`config.mk`:
```
export PLATFORM = sky130hd
export DESIGN_NAME = key_reset_conditioner
export DESIGN_NICKNAME = d
export VERILOG_FILES = /design/src/rtl/key_reset_conditioner.sv
export SDC_FILE = /design/constraint.sdc
export NUM_CORES = 1
export LEC_CHECK = 0
export ABC_AREA = 1
export CAP_MARGIN = 10
export CORE_MARGIN = 4
export CORE_UTILIZATION = 35
export CTS_CLUSTER_SIZE = 14
export DETAILED_ROUTE_END_ITERATION = 10
export PLACE_DENSITY = 0.59
export SLEW_MARGIN = 15
export SYNTH_ARGS = -nofsm -noshare
export SYNTH_HDL_FRONTEND = slang
export SYNTH_SLANG_ARGS = --single-unit
```
`constraint.sdc`:
```
create_clock -name clk_clk -period 5 [get_ports clk_clk]
set_clock_uncertainty 0.2 [all_clocks]
set_input_delay 1.5 -clock clk_clk [delete_from_list [all_inputs] [get_ports clk_clk]]
set_output_delay 1.5 -clock clk_clk [all_outputs]
set_load 0.05 [all_outputs]
```
`src/rtl/key_reset_conditioner.sv`:
```
// key_reset_conditioner
//
// Front end between the DE1-SoC pushbuttons and the Nios/HPS system, all in
// the clk_clk domain:
//   - 2-flop synchronizer and per-key debouncer on the active-low KEY inputs,
//     with one-cycle press/release events
//   - stretched active-high system reset (KEY[3] and reset_reset)
//   - minimum-width active-low WiFi module reset (KEY[0] or software PIO)
//
// Ports:
//   clk_clk          in   system clock (50 MHz)
//   reset_reset      in   asynchronous active-high reset
//   key_n            in   raw pushbuttons, active-low, asynchronous
//   wifi_reset_n_in  in   software WiFi reset request, active-low, clk_clk domain
//   key_level        out  debounced key state, 1 = pressed
//   key_press        out  one-cycle pulse when a press is accepted
//   key_release      out  one-cycle pulse when a release is accepted
//   key_long         out  one-cycle long-press pulse (0 unless KEY_LONG_PRESS_EN)
//   sys_reset        out  stretched system reset, active-high, registered
//   wifi_rst_n       out  WiFi module reset, active-low, registered
//
// Build option: define KEY_LONG_PRESS_EN to build the per-key long-press
// counters (LONG_PRESS_CYCLES must then be >= 2). Without it key_long is 0.
//
// Reset FSM:
//   state   | meaning
//   STRETCH | sys_reset held while the hold counter runs to RESET_HOLD_CYCLES-1
//   RUN     | system running, sys_reset released
//   HELD    | KEY[3] pressed, sys_reset held until the key is released

module key_reset_conditioner #(
    parameter int NUM_KEYS          = 4,
    parameter int DEBOUNCE_CYCLES   = 1000000,
    parameter int RESET_HOLD_CYCLES = 16,
    parameter int WIFI_RST_CYCLES   = 500000,
    parameter int LONG_PRESS_CYCLES = 50000000
) (
    input  logic                clk_clk,
    input  logic                reset_reset,
    input  logic [NUM_KEYS-1:0] key_n,
    input  logic                wifi_reset_n_in,
    output logic [NUM_KEYS-1:0] key_level,
    output logic [NUM_KEYS-1:0] key_press,
    output logic [NUM_KEYS-1:0] key_release,
    output logic [NUM_KEYS-1:0] key_long,
    output logic                sys_reset,
    output logic                wifi_rst_n
);

    localparam int DB_W = $clog2(DEBOUNCE_CYCLES);
    localparam logic [DB_W-1:0] DB_LAST = DB_W'(DEBOUNCE_CYCLES - 1);
    localparam int HOLD_W = (RESET_HOLD_CYCLES > 1) ? $clog2(RESET_HOLD_CYCLES) : 1;
    localparam logic [HOLD_W-1:0] HOLD_LAST = HOLD_W'(RESET_HOLD_CYCLES - 1);
    localparam int WIFI_W = $clog2(WIFI_RST_CYCLES + 1);
    localparam logic [WIFI_W-1:0] WIFI_LOAD = WIFI_W'(WIFI_RST_CYCLES);

    typedef enum logic [1:0] {STRETCH, RUN, HELD} rst_state_t;

    logic [NUM_KEYS-1:0] sync_q1;
    logic [NUM_KEYS-1:0] sync_q2;
    logic [NUM_KEYS-1:0] stable;        // debounced raw polarity, 1 = released
    logic [NUM_KEYS-1:0] flip;
    logic [NUM_KEYS-1:0] stable_nxt;
    logic [DB_W-1:0]     db_cnt [NUM_KEYS];

    rst_state_t          state;
    rst_state_t          state_nxt;
    logic [HOLD_W-1:0]   hold_cnt;
    logic [HOLD_W-1:0]   hold_cnt_nxt;
    logic                key3_down;

    logic                wifi_req;
    logic [WIFI_W-1:0]   wifi_cnt;

    // ---------------------------------------------------------------- sync
    always_ff @(posedge clk_clk or posedge reset_reset) begin
        if (reset_reset) begin
            sync_q1 <= '1;
            sync_q2 <= '1;
        end else begin
            sync_q1 <= key_n;
            sync_q2 <= sync_q1;
        end
    end

    // ------------------------------------------------------------ debounce
    always_comb begin
        flip = '0;
        for (int i = 0; i < NUM_KEYS; i++) begin
            flip[i] = (sync_q2[i] != stable[i]) && (db_cnt[i] == DB_LAST);
        end
    end

    assign stable_nxt = stable ^ flip;

    always_ff @(posedge clk_clk or posedge reset_reset) begin
        if (reset_reset) begin
            stable      <= '1;
            key_press   <= '0;
            key_release <= '0;
            for (int i = 0; i < NUM_KEYS; i++) begin
                db_cnt[i] <= '0;
            end
        end else begin
            stable      <= stable_nxt;
            key_press   <= flip & stable;
            key_release <= flip & ~stable;
            for (int i = 0; i < NUM_KEYS; i++) begin
                if ((sync_q2[i] == stable[i]) || flip[i]) begin
                    db_cnt[i] <= '0;
                end else begin
                    db_cnt[i] <= db_cnt[i] + DB_W'(1);
                end
            end
        end
    end

    assign key_level = ~stable;

    // ----------------------------------------------------------- reset FSM
    // The FSM reacts to KEY[3] on the same edge the debouncer accepts it, so
    // the registered sys_reset (one cycle behind the state) rises the edge
    // after the key_press[3] cycle.
    assign key3_down = ~stable_nxt[3];

    always_comb begin
        state_nxt    = state;
        hold_cnt_nxt = hold_cnt;
        case (state)
            STRETCH: begin
                if (key3_down) begin
                    state_nxt    = HELD;
                    hold_cnt_nxt = '0;
                end else if (hold_cnt == HOLD_LAST) begin
                    state_nxt    = RUN;
                    hold_cnt_nxt = '0;
                end else begin
                    hold_cnt_nxt = hold_cnt + HOLD_W'(1);
                end
            end
            RUN: begin
                if (flip[3] && stable[3]) begin
                    state_nxt = HELD;
                end
            end
            HELD: begin
                if (!key3_down) begin
                    state_nxt    = STRETCH;
                    hold_cnt_nxt = '0;
                end
            end
            default: begin
                state_nxt    = STRETCH;
                hold_cnt_nxt = '0;
            end
        endcase
    end

    always_ff @(posedge clk_clk or posedge reset_reset) begin
        if (reset_reset) begin
            state     <= STRETCH;
            hold_cnt  <= '0;
            sys_reset <= 1'b1;
        end else begin
            state     <= state_nxt;
            hold_cnt  <= hold_cnt_nxt;
            sys_reset <= (state != RUN);
        end
    end

    // ---------------------------------------------------------- WiFi reset
    assign wifi_req = key_level[0] | ~wifi_reset_n_in;

    always_ff @(posedge clk_clk or posedge reset_reset) begin
        if (reset_reset) begin
            wifi_cnt   <= WIFI_LOAD;
            wifi_rst_n <= 1'b0;
        end else begin
            if (wifi_req) begin
                wifi_cnt <= WIFI_LOAD;
            end else if (wifi_cnt != '0) begin
                wifi_cnt <= wifi_cnt - WIFI_W'(1);
            end
            wifi_rst_n <= (wifi_cnt == '0) && !wifi_req;
        end
    end

    // ---------------------------------------------------------- long press
`ifdef KEY_LONG_PRESS_EN
    localparam int LP_W = $clog2(LONG_PRESS_CYCLES) + 1;
    localparam logic [LP_W-1:0] LP_MAX  = LP_W'(LONG_PRESS_CYCLES);
    // The pulse is registered on the edge the counter steps to LONG_PRESS_CYCLES-1.
    localparam logic [LP_W-1:0] LP_FIRE = LP_W'(LONG_PRESS_CYCLES - 2);

    logic [LP_W-1:0] lp_cnt [NUM_KEYS];

    always_ff @(posedge clk_clk or posedge reset_reset) begin
        if (reset_reset) begin
            key_long <= '0;
            for (int i = 0; i < NUM_KEYS; i++) begin
                lp_cnt[i] <= '0;
            end
        end else begin
            for (int i = 0; i < NUM_KEYS; i++) begin
                key_long[i] <= key_level[i] && (lp_cnt[i] == LP_FIRE);
                if (!key_level[i]) begin
                    lp_cnt[i] <= '0;
                end else if (lp_cnt[i] != LP_MAX) begin
                    lp_cnt[i] <= lp_cnt[i] + LP_W'(1);
                end
            end
        end
    end
`else
    assign key_long = '0;
`endif

endmodule

```
# Word level (Yosys, flattened, before mapping)
# Cells that the tools add are included.
# totals
output_inout_bits	18
reg_bits	127
# op_classes
mux	15
add_sub_neg	6
reduce_logical	17
eq_ne	19
bitwise_logic	7
# ops
operator	count
20-bit by 1-bit adder with 20-bit output (second input constant)	4
20-bit equality test (second input constant)	4
20-bit 2-to-1 mux	4
19-bit 2-to-1 mux	2
19-bit logical NOT	1
19-bit nonzero test	1
19-bit by 1-bit subtractor with 19-bit output (second input constant)	1
4-bit 2-to-1 mux	3
4-bit one-hot mux with 3 select lines	1
4-bit bitwise AND	2
2-bit 2-to-1 mux	4
1-bit logical AND	6
2-bit one-hot mux with 3 select lines	1
4-bit by 1-bit adder with 4-bit output (second input constant)	1
1-bit equality test	4
4-bit equality test (second input constant)	1
1-bit logical OR	4
1-bit inequality test	4
2-bit inequality test (second input constant)	2
4-bit NOT	1
4-bit bitwise XOR	1
3-bit inequality test (second input constant)	1
3-bit AND reduction	1
2-bit by 1-bit equality test with 1-bit output (second input constant)	1
other kinds (8)	9

# Depth between registers and ports, before layout
# Gate-level depths: netlist (run 1).
# logic_depth
word_depth	5
mapped_depth	10
ltp_nobuf	10

# Worst setup path after synthesis (run 1)
# OpenSTA, ideal clock, no wires.
# synth_timing
path_kind	register to output
startpoint	reg (tool-made name)
endpoint	out key_level[0]
path_buffers	0
t_arrival_ps	740
path_slack_ps	2560
path_stages_with_launch	2
path_cell_list	dfstp_2 > inv_1
# synth_lines
element	line	text
end, declared	42	output logic [NUM_KEYS-1:0] key_level,

==> results.tsv, run 1 <==
stage	metric	value	unit
worst_setup_path	reg2reg start	wifi_cnt[0]$_DFFE_PP0N_	
detailed_routing	Vias/cell	4.695	
yosys	area leader, netlist	dfrtp_1	
global_route	vias in the first global route	4979	
global_route	GRT Util Overall	13.15	%
worst_setup_path	Worst R2R Setup Slack	2.73	ns
timing	final hold vios	0	
detailed_routing	wire per inst	12.02	um
place	dpl hpwl	9058	um
yosys	ranking of synthesized cells by area	dfrtp_1, nor2_1, dfstp_2	
global_route	first-pass GRT wire length	23400	um
worst_setup_path	Crit path required time	3.30	ns
floorplan	Die Height	145.9	um
timing	RSZ-0062 raised after global routing	no	
finish	layout net count	856	
clock_tree	CTS hold repair buffers	0	
clock_tree	Bufs on Longest Clock Path	2	
worst_setup_path	CP arrival	1.74	ns
yosys	Netlist cell types	41	
detailed_routing	Iter 0 DRT Violations	308	
floorplan	row cnt	50	
power	Power Dens Cells	307.9	mW/mm2
power	leakage	3.281	nW
timing	Final Cycle Share	68.77	%
yosys	register area share after synthesis	48.15	%
place	Port Buffers	20	
detailed_routing	Final ANT Viol Nets	0	
yosys	area fraction of the dominant cell type after synthesis	40.25	%
timing	Slew HR	55.10	%
job	MaxCap Viol Count	0	
finish	fraction of layout cells with a size suffix above 1	11.33	%
worst_setup_path	Setup CP Type	reg2out	
global_route	initial antenna violation count	0	
min_path	worst min path class	reg2reg	
status	status	completed	
yosys	#FFs+latches synth	127	
yosys	mean post-synth cell area	8.203	um2
floorplan	initial core utilization	35.57	%
floorplan	die width	145.9	um
clock_tree	total CTS buffers	17	
clock_tree	Post-CTS Setup Bufs	0	
timing	Final Critical Period	3.439	ns
yosys	Syn. warnings	0	
timing	setup TNS	0	ns
worst_setup_path	Worst setup SP type	flip-flop	
finish	Diodes inserted	0	
finish	final cell count without fillers	1090	
finish	Area growth syn-to-layout	15.52	%
timing	max-slew violation count	0	
timing	Max Freq	290.8	MHz
worst_setup_path	FF-to-FF path depth	9	
worst_setup_path	Worst Setup End Kind	output port	
clock_tree	CTS tree	done	
detailed_routing	DRC errors left	0	
clock_tree	Root Buffer	clkbuf_16	
place	Placer Congestion	0.8727	
worst_setup_path	r2r endpoint	wifi_cnt[6]$_DFFE_PP0N_	
clock_tree	TritonCTS Sinks	127	
worst_setup_path	capture point of the worst path	key_level[0]	
timing	Setup-failing EPs final	0	
global_route	grt ovf	0	
clock_tree	H-tree levels	4	
place	dpl cells	1058	
yosys	Mapped Cells	811	
floorplan	num ports	25	
detailed_routing	DR vias	5118	
yosys	Synth Cell Area	0.006653	mm2
floorplan	core area	0.01871	mm2
worst_setup_path	crit-path max FO	4	
global_route	largest net degree at the start of global routing	128	
power	Max IR drop VDD	0.2329	mV
detailed_routing	final WL	13110	um
clock_tree	clock latency on the worst-skew pair	0.42	ns
timing	Worst-Margin Slew	0.6736	ns
floorplan	die area	0.02128	mm2
detailed_routing	Initial DRT Pass Iterations	5	
clock_tree	Clk pin slew, worst setup/hold paths	0.06	ns
clock_tree	CTS resizes	0	
[registers in the layout, indices dropped and copies added (netlist names), named ones only]
name and count:
sync_q1 4, key_release 4, wifi_cnt 19, stable 1, sync_q2 4, sys_reset 1
wifi_rst_n 1, state 2, db_cnt 80, hold_cnt 4, key_press 4
[cell usage in the layout (no fill, tap or decap), types with 5 or more instances in the layout]
cell type and n:
nor2_1 176, nor3_1 41, xor2_1 48, nand3_2 5, clkinv_4 5, nand2_2 5
o21ai_0 5, nand4_1 34, dfrtp_1 107, clkbuf_16 17, dfstp_2 20, nand2_1 137
a21oi_1 8, nand3_1 44, xnor2_1 10, nor4_1 5, inv_1 94, clkdlybuf4s50_1 20
nor2_4 5, nor3b_1 6, inv_2 5, ha_1 6, nor2_2 12
[cell usage after synthesis]
cell and number:
a31oi_1 2, clkbuf_1 1, clkinv_1 1, nand4_4 1, nand3_1 44, nor4_1 5
buf_6 3, o21ai_0 5, buf_2 1, inv_1 95, dfstp_2 20, nor2_4 5
xnor2_1 10, o21ai_1 2, xor2_1 48, o21bai_1 2, nor4_2 1, buf_8 1
ha_1 6, nor3_2 2, nor4b_1 1, buf_4 6, dfrtp_1 107, nand4_1 34
nand2_1 137, nand2_4 3, nor3b_1 6, nor4_4 1, o22ai_1 1, o31ai_1 2
nor2_2 12, nor3_1 41, nand2_2 5, nand4_2 1, and3_1 1, a21oi_1 8
inv_2 5, conb_1 1, nand3_2 5, or2_2 3, nor2_1 176
[through the flow]
| stage | hold WS [ns] | instance area [um2] | utilization [%] | power, mW | worst slack (ns) |
|---|---|---|---|---|---|
| global route | 0.1582 | 7685 | 41.08 | 2.462 | 1.504 |
| finish | 0.1555 | 7685 | 41.08 | 2.366 | 1.561 |
| detailed placement | 0.1491 | 7086 | 37.88 | 1.135 | 1.608 |
| global placement | 0.1461 | 7086 | 37.88 | 1.135 | 1.624 |
| CTS | 0.1564 | 7685 | 41.08 | 2.407 | 1.534 |
| floorplan | 0.1452 | 6668 | - | 1.120 | 1.749 |
[power by group]
group | leakage, nW | internal, mW | switching (mW) | total, mW
Clock | 0.283 | 0.784 | 0.468 | 1.25
Sequential | 1.69 | 1.04 | 0.00938 | 1.05
Combinational | 1.31 | 0.0160 | 0.0459 | 0.0620
[critical path, cell delays in order, from the launching register on]
cell             delay (ns)
dfstp_2                0.55
inv_1                  0.07
clkdlybuf4s50_1        0.70
[final cells by class]
type | count | area (um2)
multi-input cells | 574 | 2979
fillers | 1879 | 11020
flip-flops and latches | 127 | 3203
repair buffers | 22 | 227.7
inverters | 101 | 382.9
well taps | 234 | 292.8
clock buffers | 19 | 432.9
clock inverters | 13 | 166.4
[routing by layer]
layer | global-route usage, % | up-vias | wire length (um)
met2 | 20.31 | 93 | 5953
met1 | 17.86 | 2366 | 6511
met3 | 3.208 | 22 | 375
met4 | 5.128 | 0 | 265
met5 | 0 | - | 0
li1 | - | 2637 | -
[cells by family after synthesis]
group | Yosys count | share of synthesized area, %
simple gates | 484 | 33.93
fa+ha+maj | 6 | 1.128
xor+xnor | 58 | 7.636
compound gates | 22 | 1.862
other cells | 1 | 0.05637
buf+inv | 113 | 7.241
flops | 127 | 48.15
[worst min-delay path by stage]
stage	from	depth (start not counted)	to	slack, ns
3_3_place_gp	sync_q1[1]$_DFF_PP1_	0	sync_q2[1]$_DFF_PP1_	0.15
4_1_cts	sync_q1[2]$_DFF_PP1_	0	sync_q2[2]$_DFF_PP1_	0.16
2_1_floorplan	sync_q1[0]$_DFF_PP1_	0	sync_q2[0]$_DFF_PP1_	0.15
6_report	sync_q1[2]$_DFF_PP1_	0	sync_q2[2]$_DFF_PP1_	0.16
3_5_place_dp	sync_q1[3]$_DFF_PP1_	0	sync_q2[3]$_DFF_PP1_	0.15
5_1_grt	sync_q1[3]$_DFF_PP1_	0	sync_q2[3]$_DFF_PP1_	0.16
Power figures use the tool's default switching activity.
==> run 2, diff against run 1 <==
Clock period 5 ns to 3 ns, I/O delays scaled along.
==> run 2 against run 1 <==
Effect of this change:
- final cell count increased by 0.28%
- routed wire length decreased by 1.2%
- clock power increased by 56%
- register-to-register slack got worse by 1.8 ns
- global-route usage increased by 0.13 points
- first-iteration DRC count increased by 6.2%
- hold slack got worse by 0.0023 ns
- sequential share of layout area increased by 0.088 points
- non-clock buffer count increased by 3
- largest cell class unchanged
==> results.tsv, run 2 (synthesis gave the netlist of run 1 again) <==
stage	metric	value	unit
status	status	completed	
power	power consumption	3.810	mW
global_route	initial antenna violation count	0	
timing	Slew HR	65.37	%
clock_tree	Post-CTS Setup Bufs	0	
global_route	first-pass GRT wire length	23640	um
clock_tree	total CTS buffers	17	
clock_tree	TritonCTS Sinks	127	
clock_tree	H-tree levels	4	
power	combinational cell fraction of total power	2.8	%
finish	leading cell type in the layout, fill and taps excluded	nor2_1	
floorplan	die width	145.9	um
timing	RSZ-0062 raised after global routing	no	
finish	Reg area	0.003203	mm2
worst_setup_path	Crit path required time	1.90	ns
timing	Final Cycle Share	95.03	%
detailed_routing	Iter 0 DRT Violations	327	
place	Placer Congestion	0.8828	
clock_tree	clock latency on the worst-skew pair	0.42	ns
job	MaxCap Viol Count	0	
timing	setup TNS	0	ns
floorplan	Die Height	145.9	um
timing	final hold vios	0	
floorplan	initial core utilization	35.57	%
power	leakage	3.282	nW
detailed_routing	Vias/cell	4.670	
detailed_routing	Final ANT Viol Nets	0	
detailed_routing	final WL	12950	um
timing	Worst-Margin Slew	0.5178	ns
worst_setup_path	Setup CP Type	reg2out	
clock_tree	CTS hold repair buffers	0	
finish	Multi-input gate area	0.002979	mm2
place	placed inst area	0.007108	mm2
power	Max IR drop VDD	0.3311	mV
timing	Max Freq	350.8	MHz
timing	max-slew violation count	0	
worst_setup_path	Worst setup SP type	flip-flop	
power	sw frac	22.35	%
worst_setup_path	FF-to-FF path depth	10	
finish	Diodes inserted	0	
global_route	GRT met1 Usage	17.69	%
global_route	met3 Use GR	3.021	%
finish	layout net count	859	
timing	worst hold margin	0.1532	ns
finish	Area growth syn-to-layout	15.27	%
finish	fraction of layout cells with a size suffix above 1	11.76	%
finish	max reg flops	80	
detailed_routing	DR vias	5104	
worst_setup_path	CP arrival	1.75	ns
worst_setup_path	crit-path max FO	4	
detailed_routing	wire per inst	11.84	um
power	Switch Pwr	0.8514	mW
finish	filler instances	1904	
clock_tree	CTS tree	done	
clock_tree	Root Buffer	clkbuf_16	
place	Port Buffers	20	
floorplan	core area	0.01871	mm2
global_route	largest net degree at the start of global routing	93	
timing	Setup-failing EPs final	0	
clock_tree	Clk pin slew, worst setup/hold paths	0.06	ns
floorplan	row cnt	50	
detailed_routing	DRC errors left	0	
detailed_routing	Initial DRT Pass Iterations	5	
power	Power Internal	2.959	mW
finish	Final Cell Area	0.007669	mm2
power	Flop pwr share	46.0	%
power	Power Dens Cells	496.8	mW/mm2
min_path	Min-Delay Path Depth	0	
timing	Final Critical Period	2.851	ns
global_route	global routing's busiest layer	met2	
global_route	GRT Util Overall	13.28	%
min_path	worst min path class	reg2reg	
worst_setup_path	Worst Setup End Kind	output port	
floorplan	die area	0.02128	mm2
global_route	grt ovf	0	
clock_tree	CTS resizes	0	
power	Clk network pwr share	51.2	%
finish	commonest cells after routing, fill and taps aside	nor2_1, nand2_1, dfrtp_1	
finish	biggest regs	db_cnt (80), wifi_cnt (19)	
global_route	M2 GR Usage	21.05	%
finish	Top reg by flops	db_cnt	
clock_tree	Bufs on Longest Clock Path	2	
floorplan	num ports	25	
global_route	vias in the first global route	5095	
place	dpl hpwl	9208	um
==> run 2: cell count changes in the layout (fill, tap and decap cells not counted), moves of 2 or more <==
cell / delta
buf_4: +3
bufinv_16: -2
clkbuf_8: +3
clkinv_2: +4
clkinv_4: -5
==> run 2: per-layer routing <==
layer,share of wire (%),wire [um],up-vias
met5,0,0,-
met2,45,5888,67
met1,50,6490,2381
met3,2.8,367,15
met4,1.5,199,0
li1,-,-,2641
==> run 2: metrics by stage <==
stage	instances	setup WS [ns]	utilization (%)
final	1093	0.1490	41.00
after global routing	1093	0.09068	41.00
after CTS	1093	0.1274	41.00
after detailed placement	1061	0.4893	38.00
after global placement	1061	0.5144	38.00
after floorplan	814	0.3491	-
==> run 2: power by group through the flow <==
| stage | sequential, mW | clock (mW) | combinational, mW |
|---|---|---|---|
| 3_3_place_gp | 1.78 | 0 | 0.110 |
| 3_5_place_dp | 1.78 | 0 | 0.111 |
| 2_1_floorplan | 1.78 | 0 | 0.0865 |
| 5_1_grt | 1.76 | 2.08 | 0.124 |
| 4_1_cts | 1.75 | 2.00 | 0.111 |
| 6_report | 1.75 | 1.95 | 0.105 |
==> run 2: worst paths after layout <==
kind	to	slack, ns	startpoint
worst max-delay path	key_level[0]	0.15	flip-flop
worst min register to register	sync_q2[1]$_DFF_PP1_	0.15	sync_q1[1]$_DFF_PP1_
min in group asynchronous	db_cnt[35]$_DFF_PP0_	0.75	reset_reset
worst min-delay path	sync_q2[1]$_DFF_PP1_	0.15	sync_q1[1]$_DFF_PP1_
max in group asynchronous	wifi_cnt[17]$_DFFE_PP1N_	1.42	reset_reset
worst max register to register	wifi_cnt[8]$_DFFE_PP1N_	0.98	wifi_cnt[0]$_DFFE_PP0N_
==> run 2: final cells by class <==
class / count / area share, %
sequential: 127 / 41.77
multi-input combinational: 574 / 38.85
clock buffer: 21 / 6.135
inverter: 101 / 4.993
tap: 234 / 3.818
timing repair buffer: 25 / 3.263
clock inverter: 11 / 1.175
==> run 2: critical path: stages (launching register included) <==
cell             delay [ns]
dfstp_2                0.55
inv_1                  0.08
clkdlybuf4s50_1        0.70
